### config.mk
export PLATFORM = sky130hd
export DESIGN_NAME = sf_pkt_fifo
export DESIGN_NICKNAME = d
export VERILOG_FILES = /design/src/rtl/sf_pkt_fifo.sv
export SDC_FILE = /design/constraint.sdc
export NUM_CORES = 1
export LEC_CHECK = 0
export ABC_CLOCK_PERIOD_IN_PS = 6050
export CORE_UTILIZATION = 50
export DETAILED_ROUTE_END_ITERATION = 10
export PLACE_DENSITY = 0.68
export RECOVER_POWER = 25
export SLEW_MARGIN = 20
export SYNTH_ARGS = -nofsm -noshare
export SYNTH_HDL_FRONTEND = slang
export SYNTH_SLANG_ARGS = --single-unit
### constraint.sdc
create_clock -name clk -period 6.05 [get_ports clk]
set_clock_uncertainty 0.05 [all_clocks]
set_input_delay 1.21 -clock clk [delete_from_list [all_inputs] [get_ports clk]]
set_output_delay 1.21 -clock clk [all_outputs]
set_load 0.005 [all_outputs]
### src/rtl/sf_pkt_fifo.sv
// sf_pkt_fifo: packet-mode store-and-forward FIFO; packets become readable only after a clean eop,
// errored/aborted/oversize packets are rewound in place and counted.
module sf_pkt_fifo #(
  parameter int DEPTH_LG2  = 4,
  parameter int DATA_WIDTH = 32,
  parameter int CNT_WIDTH  = 16
) (
  input  logic                  clk,
  input  logic                  rst_n,
  input  logic                  wvalid_i,
  output logic                  wready_o,
  input  logic [DATA_WIDTH-1:0] wdata_i,
  input  logic                  sop_i,
  input  logic                  eop_i,
  input  logic                  err_i,
  output logic                  rvalid_o,
  input  logic                  rready_i,
  output logic [DATA_WIDTH-1:0] rdata_o,
  output logic                  reop_o,
  output logic [DEPTH_LG2:0]    pkt_cnt_o,
  output logic [CNT_WIDTH-1:0]  drop_cnt_o
);
  localparam int PW = DEPTH_LG2 + 1;
  localparam logic [PW-1:0] FULL = PW'(1 << DEPTH_LG2);
  localparam logic [PW-1:0] ONE = PW'(1);
  typedef enum logic [1:0] {IDLE, PKT, DROP} state_t;
  state_t state, state_n;
  logic [PW-1:0] wrptr, wrptr_tmp, rdptr, wrptr_n, wrptr_tmp_n, base, base_inc;
  logic [DATA_WIDTH:0] mem [1 << DEPTH_LG2];
  logic wr, rd, skip, abort, commit, fail_err, oversize;
  logic [1:0] drop_inc;
  logic [CNT_WIDTH:0] drop_sum;
  always_ff @(posedge clk or negedge rst_n)
    if (!rst_n) state <= IDLE;
    else state <= state_n;
  // an abort rewinds to the commit pointer first, then the beat is handled as a fresh start
  always_comb begin
    skip = state == DROP && !sop_i;
    abort = state == PKT && sop_i;
    base = abort ? wrptr : wrptr_tmp;
    base_inc = base + ONE;
    commit = wr && !skip && eop_i && !err_i;
    fail_err = wr && !skip && eop_i && err_i;
    oversize = wr && !skip && !eop_i && (base_inc - wrptr) == FULL;
    drop_inc = {1'b0, wr && abort} + {1'b0, fail_err || oversize};
    drop_sum = {1'b0, drop_cnt_o} + (CNT_WIDTH + 1)'(drop_inc);
    wrptr_n = commit ? base_inc : wrptr;
    wrptr_tmp_n = (!wr || skip) ? wrptr_tmp : (fail_err || oversize) ? wrptr : base_inc;
    state_n = !wr ? state : eop_i ? IDLE : (skip || oversize) ? DROP : PKT;
  end
  always_comb begin
    wready_o = state == DROP || (wrptr_tmp - rdptr) != FULL;
    rvalid_o = rdptr != wrptr;
    {reop_o, rdata_o} = mem[rdptr[DEPTH_LG2-1:0]];
    wr = wvalid_i && wready_o;
    rd = rvalid_o && rready_i;
  end
  always_ff @(posedge clk or negedge rst_n)
    if (!rst_n) begin
      wrptr <= '0;
      wrptr_tmp <= '0;
      rdptr <= '0;
      pkt_cnt_o <= '0;
      drop_cnt_o <= '0;
    end else begin
      wrptr <= wrptr_n;
      wrptr_tmp <= wrptr_tmp_n;
      rdptr <= rd ? rdptr + ONE : rdptr;
      pkt_cnt_o <= (commit && !(rd && reop_o)) ? pkt_cnt_o + ONE :
                   (!commit && rd && reop_o) ? pkt_cnt_o - ONE : pkt_cnt_o;
      drop_cnt_o <= drop_sum[CNT_WIDTH] ? '1 : drop_sum[CNT_WIDTH-1:0];
    end
  always_ff @(posedge clk)
    if (wr && !skip) mem[base[DEPTH_LG2-1:0]] <= {eop_i, wdata_i};
  always_ff @(posedge clk)
    if (rst_n) begin
      assert (!(wvalid_i && !wready_o)) else $error("sf_pkt_fifo: write while not ready");
      assert (!(rready_i && !rvalid_o)) else $error("sf_pkt_fifo: read while not valid");
    end
endmodule

Word level (Yosys, flattened, before mapping)

Memories as Yosys holds them, arrays and structs flattened.
Index checks and enable logic that the tools add are counted.

Flip-flop bits (word level): 38
RAM bits: 528
Input bits: 39
Word-level logic and storage cells: 56
Memories: 1

Memory list:

| name | depth | width | read ports | clocked after Yosys merged registers in | write ports | RTL line | RTL |
|---|---|---|---|---|---|---|---|
| mem  | 16    | 33    | 1          | 0                                       | 1           | 29       | `logic [DATA_WIDTH:0] mem [1 << DEPTH_LG2];` |

Add/subtract/negate cells: 8
Equality and inequality tests: 5
Multiplexer cells: 9
Reduce and logical (&&, ||, !) cells: 27

Operators with widths:

| kind                                                                  | count |
|---|---|
| 5-bit two-way mux                                                     | 4 |
| 16-bit by 2-bit adder with 17-bit output                              | 1 |
| 16-bit two-way mux                                                    | 1 |
| 5-bit by 1-bit adder with 5-bit output, second input constant         | 3 |
| 1-bit logical AND                                                     | 15 |
| 5-bit subtractor                                                      | 2 |
| 1-bit zero test                                                       | 7 |
| 5-bit equality test, second input constant                            | 1 |
| 5-bit inequality test                                                 | 1 |
| 5-bit inequality test, second input constant                          | 1 |
| 5-bit by 1-bit subtractor with 5-bit output, second input constant    | 1 |
| 1-bit logical OR                                                      | 4 |
| 2-bit two-way mux                                                     | 2 |
| 1-bit by 1-bit adder with 2-bit output                                | 1 |
| 2-bit by 1-bit equality test with 1-bit output, second input constant | 1 |
| 2-bit equality test, second input constant                            | 1 |
| 1-bit two-way mux                                                     | 2 |
| 2-bit nonzero test                                                    | 1 |

Logic depth before layout (Yosys ltp)

Depth in word-level cells: 12
Gate-level depth with buffers: 22
Mapped depth without buffers: 20

Worst setup path before layout

OpenSTA, ideal clock, no wires.

Kind: input to register
From: input sop_i
To: register drop_cnt_o[0]
Library setup time: 0.068 ns
Arrival time: 5.177 ns
Data required time: 5.932 ns
Setup slack: 0.755 ns
Stages on the path: 22
Path buffers: 2
Cells stage by stage: nand3b_1 buf_2 nor2_1 a31oi_1 o21ai_0 o211a_1 ha_1 a21oi_1 o21ai_0 xnor2_1 a31oi_4 nand2b_1 fa_1 inv_1 ha_1 nand2_1 nor2_1 and4_1 nor2b_1 nand4_1 clkbuf_1 nand2_1

Longest elaborated chain between the ends: 10
Elaborated cells on any way between the ends: 18
Those cells by class: add/sub (4); eq/ne (1); mux (2); reduce/logical (11)

Ends and longest elaborated chain:

| what                                     | RTL line | RTL |
|---|---|---|
| from (decl)                              | 13       | `input logic sop_i,` |
| 1-bit logical AND                        | 39       | `abort = state == PKT && sop_i;` |
| 5-bit two-way mux                        | 40       | `base = abort ? wrptr : wrptr_tmp;` |
| 5-bit by 1-bit adder with 5-bit output   | 41       | `base_inc = base + ONE;` |
| via base_inc[3]                          | 28       | `logic [PW-1:0] wrptr, wrptr_tmp, rdptr, wrptr_n, wrptr_tmp_n, base, base_inc;` |
| 5-bit subtractor                         | 44       | `oversize = wr && !skip && !eop_i && (base_inc - wrptr) == FULL;` |
| 5-bit equality test                      | 44       |  |
| 1-bit logical AND                        | 44       |  |
| 1-bit logical OR                         | 45       | `drop_inc = {1'b0, wr && abort} + {1'b0, fail_err \|\| oversize};` |
| 1-bit by 1-bit adder with 2-bit output   | 45       |  |
| 16-bit by 2-bit adder with 17-bit output | 46       | `drop_sum = {1'b0, drop_cnt_o} + (CNT_WIDTH + 1)'(drop_inc);` |
| 16-bit two-way mux                       | 71       | `drop_cnt_o <= drop_sum[CNT_WIDTH] ? '1 : drop_sum[CNT_WIDTH-1:0];` |
| to (signal assigned)                     | 71       |  |
| to (decl)                                | 21       | `output logic [CNT_WIDTH-1:0] drop_cnt_o` |

The timed path passes the listed nets, and every way through them passes these cells.
A chain may end at the register's enable or synchronous reset.

Worst setup path in the final report

From: input sop_i
To: register drop_cnt_o[5]

The elaborated chain is that of the path after synthesis.

==> results.sh <==
export IMPL_status="complete, but fails checks"
export IMPL_violations="max-capacitance violations, max-slew violations"
export IMPL_wl_per_cell_um=25.7
export IMPL_hold_buffers=0
export IMPL_synth_xor_area_share_pct=1.47
export IMPL_gp_congestion=0.784
export IMPL_cap_viol_max_count=1
export IMPL_synth_warnings=0
export IMPL_design_core_area_sq_um=43500
export IMPL_pre_cts_ws_ns=-0.302
export IMPL_dpl_cell_area_sq_um=24200
export IMPL_worst_pin_slew_ns=2.11
export IMPL_clock_latency_ns=0.59
export IMPL_multi_input_area_sq_um=5320
export IMPL_synth_edf_count=528
export IMPL_synth_cells=1005
export IMPL_startpoint="sop_i"
export IMPL_fmax_mhz=182
export IMPL_ys_flop_type="edfxtp_1"
export IMPL_die_w_um=213
export IMPL_syn2layout_area_growth_pct=16.3
export IMPL_synth_nets=1059
export IMPL_layout_drive_gt1_share_pct=25.7
export IMPL_io_pins=95
export IMPL_reg2reg_from="state[1]$_DFFE_PN0P_"
export IMPL_setup_viol=0
export IMPL_cts_root_buf="clkbuf_16"
export IMPL_start_util_pct=51.2
export IMPL_yosysMostFrequentCell="edfxtp_1"
export IMPL_fin_cells=1776
export IMPL_grt_pass1_wl_mm=68.6
export IMPL_finalCriticalPeriod_ns=5.49
export IMPL_min_path_cells=1
export IMPL_totalWireLength_mm=45.6
export IMPL_start_kind="input port"
export IMPL_synth_seq_area_share_pct=75.5
export IMPL_max_vdd_ir_drop_v=0.000316
export IMPL_yosys_area_share_adder_pct=0.911
export IMPL_critPathRequiredTime_ns=6.51
export IMPL_grtUsageTotal_pct=21.1
export IMPL_ctsResizeCount=0
export IMPL_synthTopCellsByArea="edfxtp_1, mux4_2, dfrtp_1"
export IMPL_synthArstFlopShare_pct=6.71
export IMPL_die_area_sq_um=45400
export IMPL_nFillCells=3090
export IMPL_clockBufferDepth=3
export IMPL_die_h_um=213
export IMPL_dp_hpwl_mm=23.7
export IMPL_avgSynthCellArea_sq_um=22.1
export IMPL_ys_ff_latch=566
export IMPL_rsz0062_at_grt="no"
export IMPL_muxShareOfSynthArea_pct=17.2
export IMPL_cpMostUsedCell="nand2_1"
export IMPL_path_class="in -> reg"
export IMPL_power_density_nw_per_um2=485
export IMPL_cp_max_fo=13
export IMPL_fin_nets=1199
export IMPL_grt_antenna_before_repair=2
export IMPL_min_period_over_period_pct=90.8
export IMPL_route_detailed_drc=0
export IMPL_slowest_stage="clkdlybuf4s50_1"
export IMPL_final_util_pct=59.6
export IMPL_maxSlewHeadroom_pct=-40.5
export IMPL_yosys_top_cells_count="edfxtp_1, mux4_2, dfrtp_1"
export IMPL_antenna_left=0
export IMPL_hold_class="reg -> reg"
export IMPL_firstDrtPassIters=5
export IMPL_cp_arrival_ns=5.95
export IMPL_min_delay_start="pkt_cnt_o[4]$_DFFE_PN0P_"
export IMPL_hold_violations=0
export IMPL_vias=10410
export IMPL_yosys_area_share_simple_pct=2.43
export IMPL_regArea_sq_um=16800
export IMPL_rr_worst_depth=21
export IMPL_io_buffers=94
export IMPL_fin_ws_ns=0.555
export IMPL_cts_buffers=55
export IMPL_grt_max_degree=134
export IMPL_synth_top_family_by_area="multiplexers"
export IMPL_clkSinkCount=566
export IMPL_slew_viol_final=39
export IMPL_synth_compound_area_share_pct=1.37
export IMPL_endpoint_kind="register"
export IMPL_crit_chain="clkdlybuf4s50_1, nand3b_1, mux2i_1, inv_1, nand2_1, nand2_1, ha_1, a21oi_1, o21ai_0, xnor2_1, a31oi_4, nand2b_1, fa_1, inv_1, ha_1, nand2_1, nor2_1, and4_1, nor2b_1, nand4_1, buf_4, o21ai_0"
export IMPL_ys_types=47
export IMPL_first_global_vias=10810
export IMPL_path_clk_slew_ns=0.06
export IMPL_syn_area_sq_um=22300
export IMPL_rows=76
export IMPL_synth_top_area_cell="edfxtp_1"
export IMPL_drt_initial_drc_count=867
export IMPL_max_stage_delay_ns=0.48
export IMPL_cts_tree="built"
export IMPL_overflow=0
export IMPL_dp_cells=1672
export IMPL_final_area_sq_um=25900
export IMPL_power_total_w=0.0126
export IMPL_yosys_area_top_type_share_pct=71.2
export IMPL_routed_via_density=5.86
export IMPL_p_leak_nw=8.40
export IMPL_htreeDepth=2
[state kept, by name, summed over array words and instances (netlist names)]
name,cells
rdptr,5
wrptr_tmp,5
wrptr,5
drop_cnt_o,16
state,2
pkt_cnt_o,5
mem,528
[power breakdown]
part,total [W],switching [W],internal (W)
sequential,0.00509,0.000212,0.00488
clock,0.00329,0.00140,0.00188
combinational,0.00419,0.00204,0.00214
total,0.0126,0.00366,0.00890
[cell type report]
type	count	area share, %
repair buffers	129	4.77
inverters	17	0.246
diodes	1	0.00966
multi-input cells	376	20.5
clock buffers	68	5.67
well taps	585	2.83
clock inverters	34	1.01
flip-flops and latches	566	64.9
[kinds of logic after synthesis]
group	count (synthesis)
multiplexers	176
XOR/XNOR	32
buffers and inverters	63
AND/OR/NAND/NOR	109
adder cells (fa/ha/maj)	15
AO/OA/AOI/OAI	44
flip-flops	566
[routing by layer]
metal / routed length (um) / GRT usage (%) / part of all wire [%]
met1: 19300 / 29.4 / 42
met2: 22900 / 34.7 / 50
met3: 2360 / 3.07 / 5.2
met4: 1010 / 6.40 / 2.2
met5: 14 / 0 / 0.031
[worst max-delay path, delay by kind of cell]
family,cells,cell delay [ns]
mux,1,0.36
buf+inv,4,0.89
fa+ha+maj,3,0.92
simple gates,9,1.67
compound gates,4,0.56
xor+xnor,1,0.35
[what timing repair did]
item | CTS | global route
setup endpoints to repair | 0 | 13
endpoints found under the hold margin | 0 | 0
buffers inserted | 0 | 1
[layout by cell type (no fill, tap or decap), types with 3 or more instances in the layout]
cell type / instances
a21o_1: 3
a21oi_1: 15
a31oi_1: 5
a41oi_1: 3
buf_12: 3
buf_4: 32
bufinv_16: 4
clkbuf_1: 12
clkbuf_16: 57
clkdlybuf4s50_1: 76
clkinv_1: 14
clkinv_2: 13
dfrtp_1: 35
dlygate4sd3_1: 17
edfxtp_1: 528
ha_1: 13
inv_1: 16
mux2i_1: 8
mux4_2: 164
nand2_1: 29
nand2b_1: 4
nand3_1: 12
nand3b_1: 5
nand4_1: 11
nor2_1: 17
nor2_4: 17
nor2b_1: 4
o21ai_0: 8
xnor2_1: 17
xor2_1: 12
[through the flow]
stage	TNS, ns	hold WS [ns]
after CTS	0	0.434
after floorplan	0	0.413
after global routing	0	0.462
after global placement	-1.45	0.409
final	0	0.433
after detailed placement	-3.53	0.422
[path summary, 6_finish.rpt]
check	to	slack (ns)
max	drop_cnt_o[5]$_DFF_PN0_	0.56
min	pkt_cnt_o[4]$_DFFE_PN0P_	0.43
max reg2reg	drop_cnt_o[5]$_DFF_PN0_	1.19
min reg2reg	pkt_cnt_o[4]$_DFFE_PN0P_	0.43
max in group asynchronous	rdptr[1]$_DFFE_PN0P_	3.28
min in group asynchronous	drop_cnt_o[11]$_DFF_PN0_	1.18
Note: power is estimated with default switching activity, not from simulation.
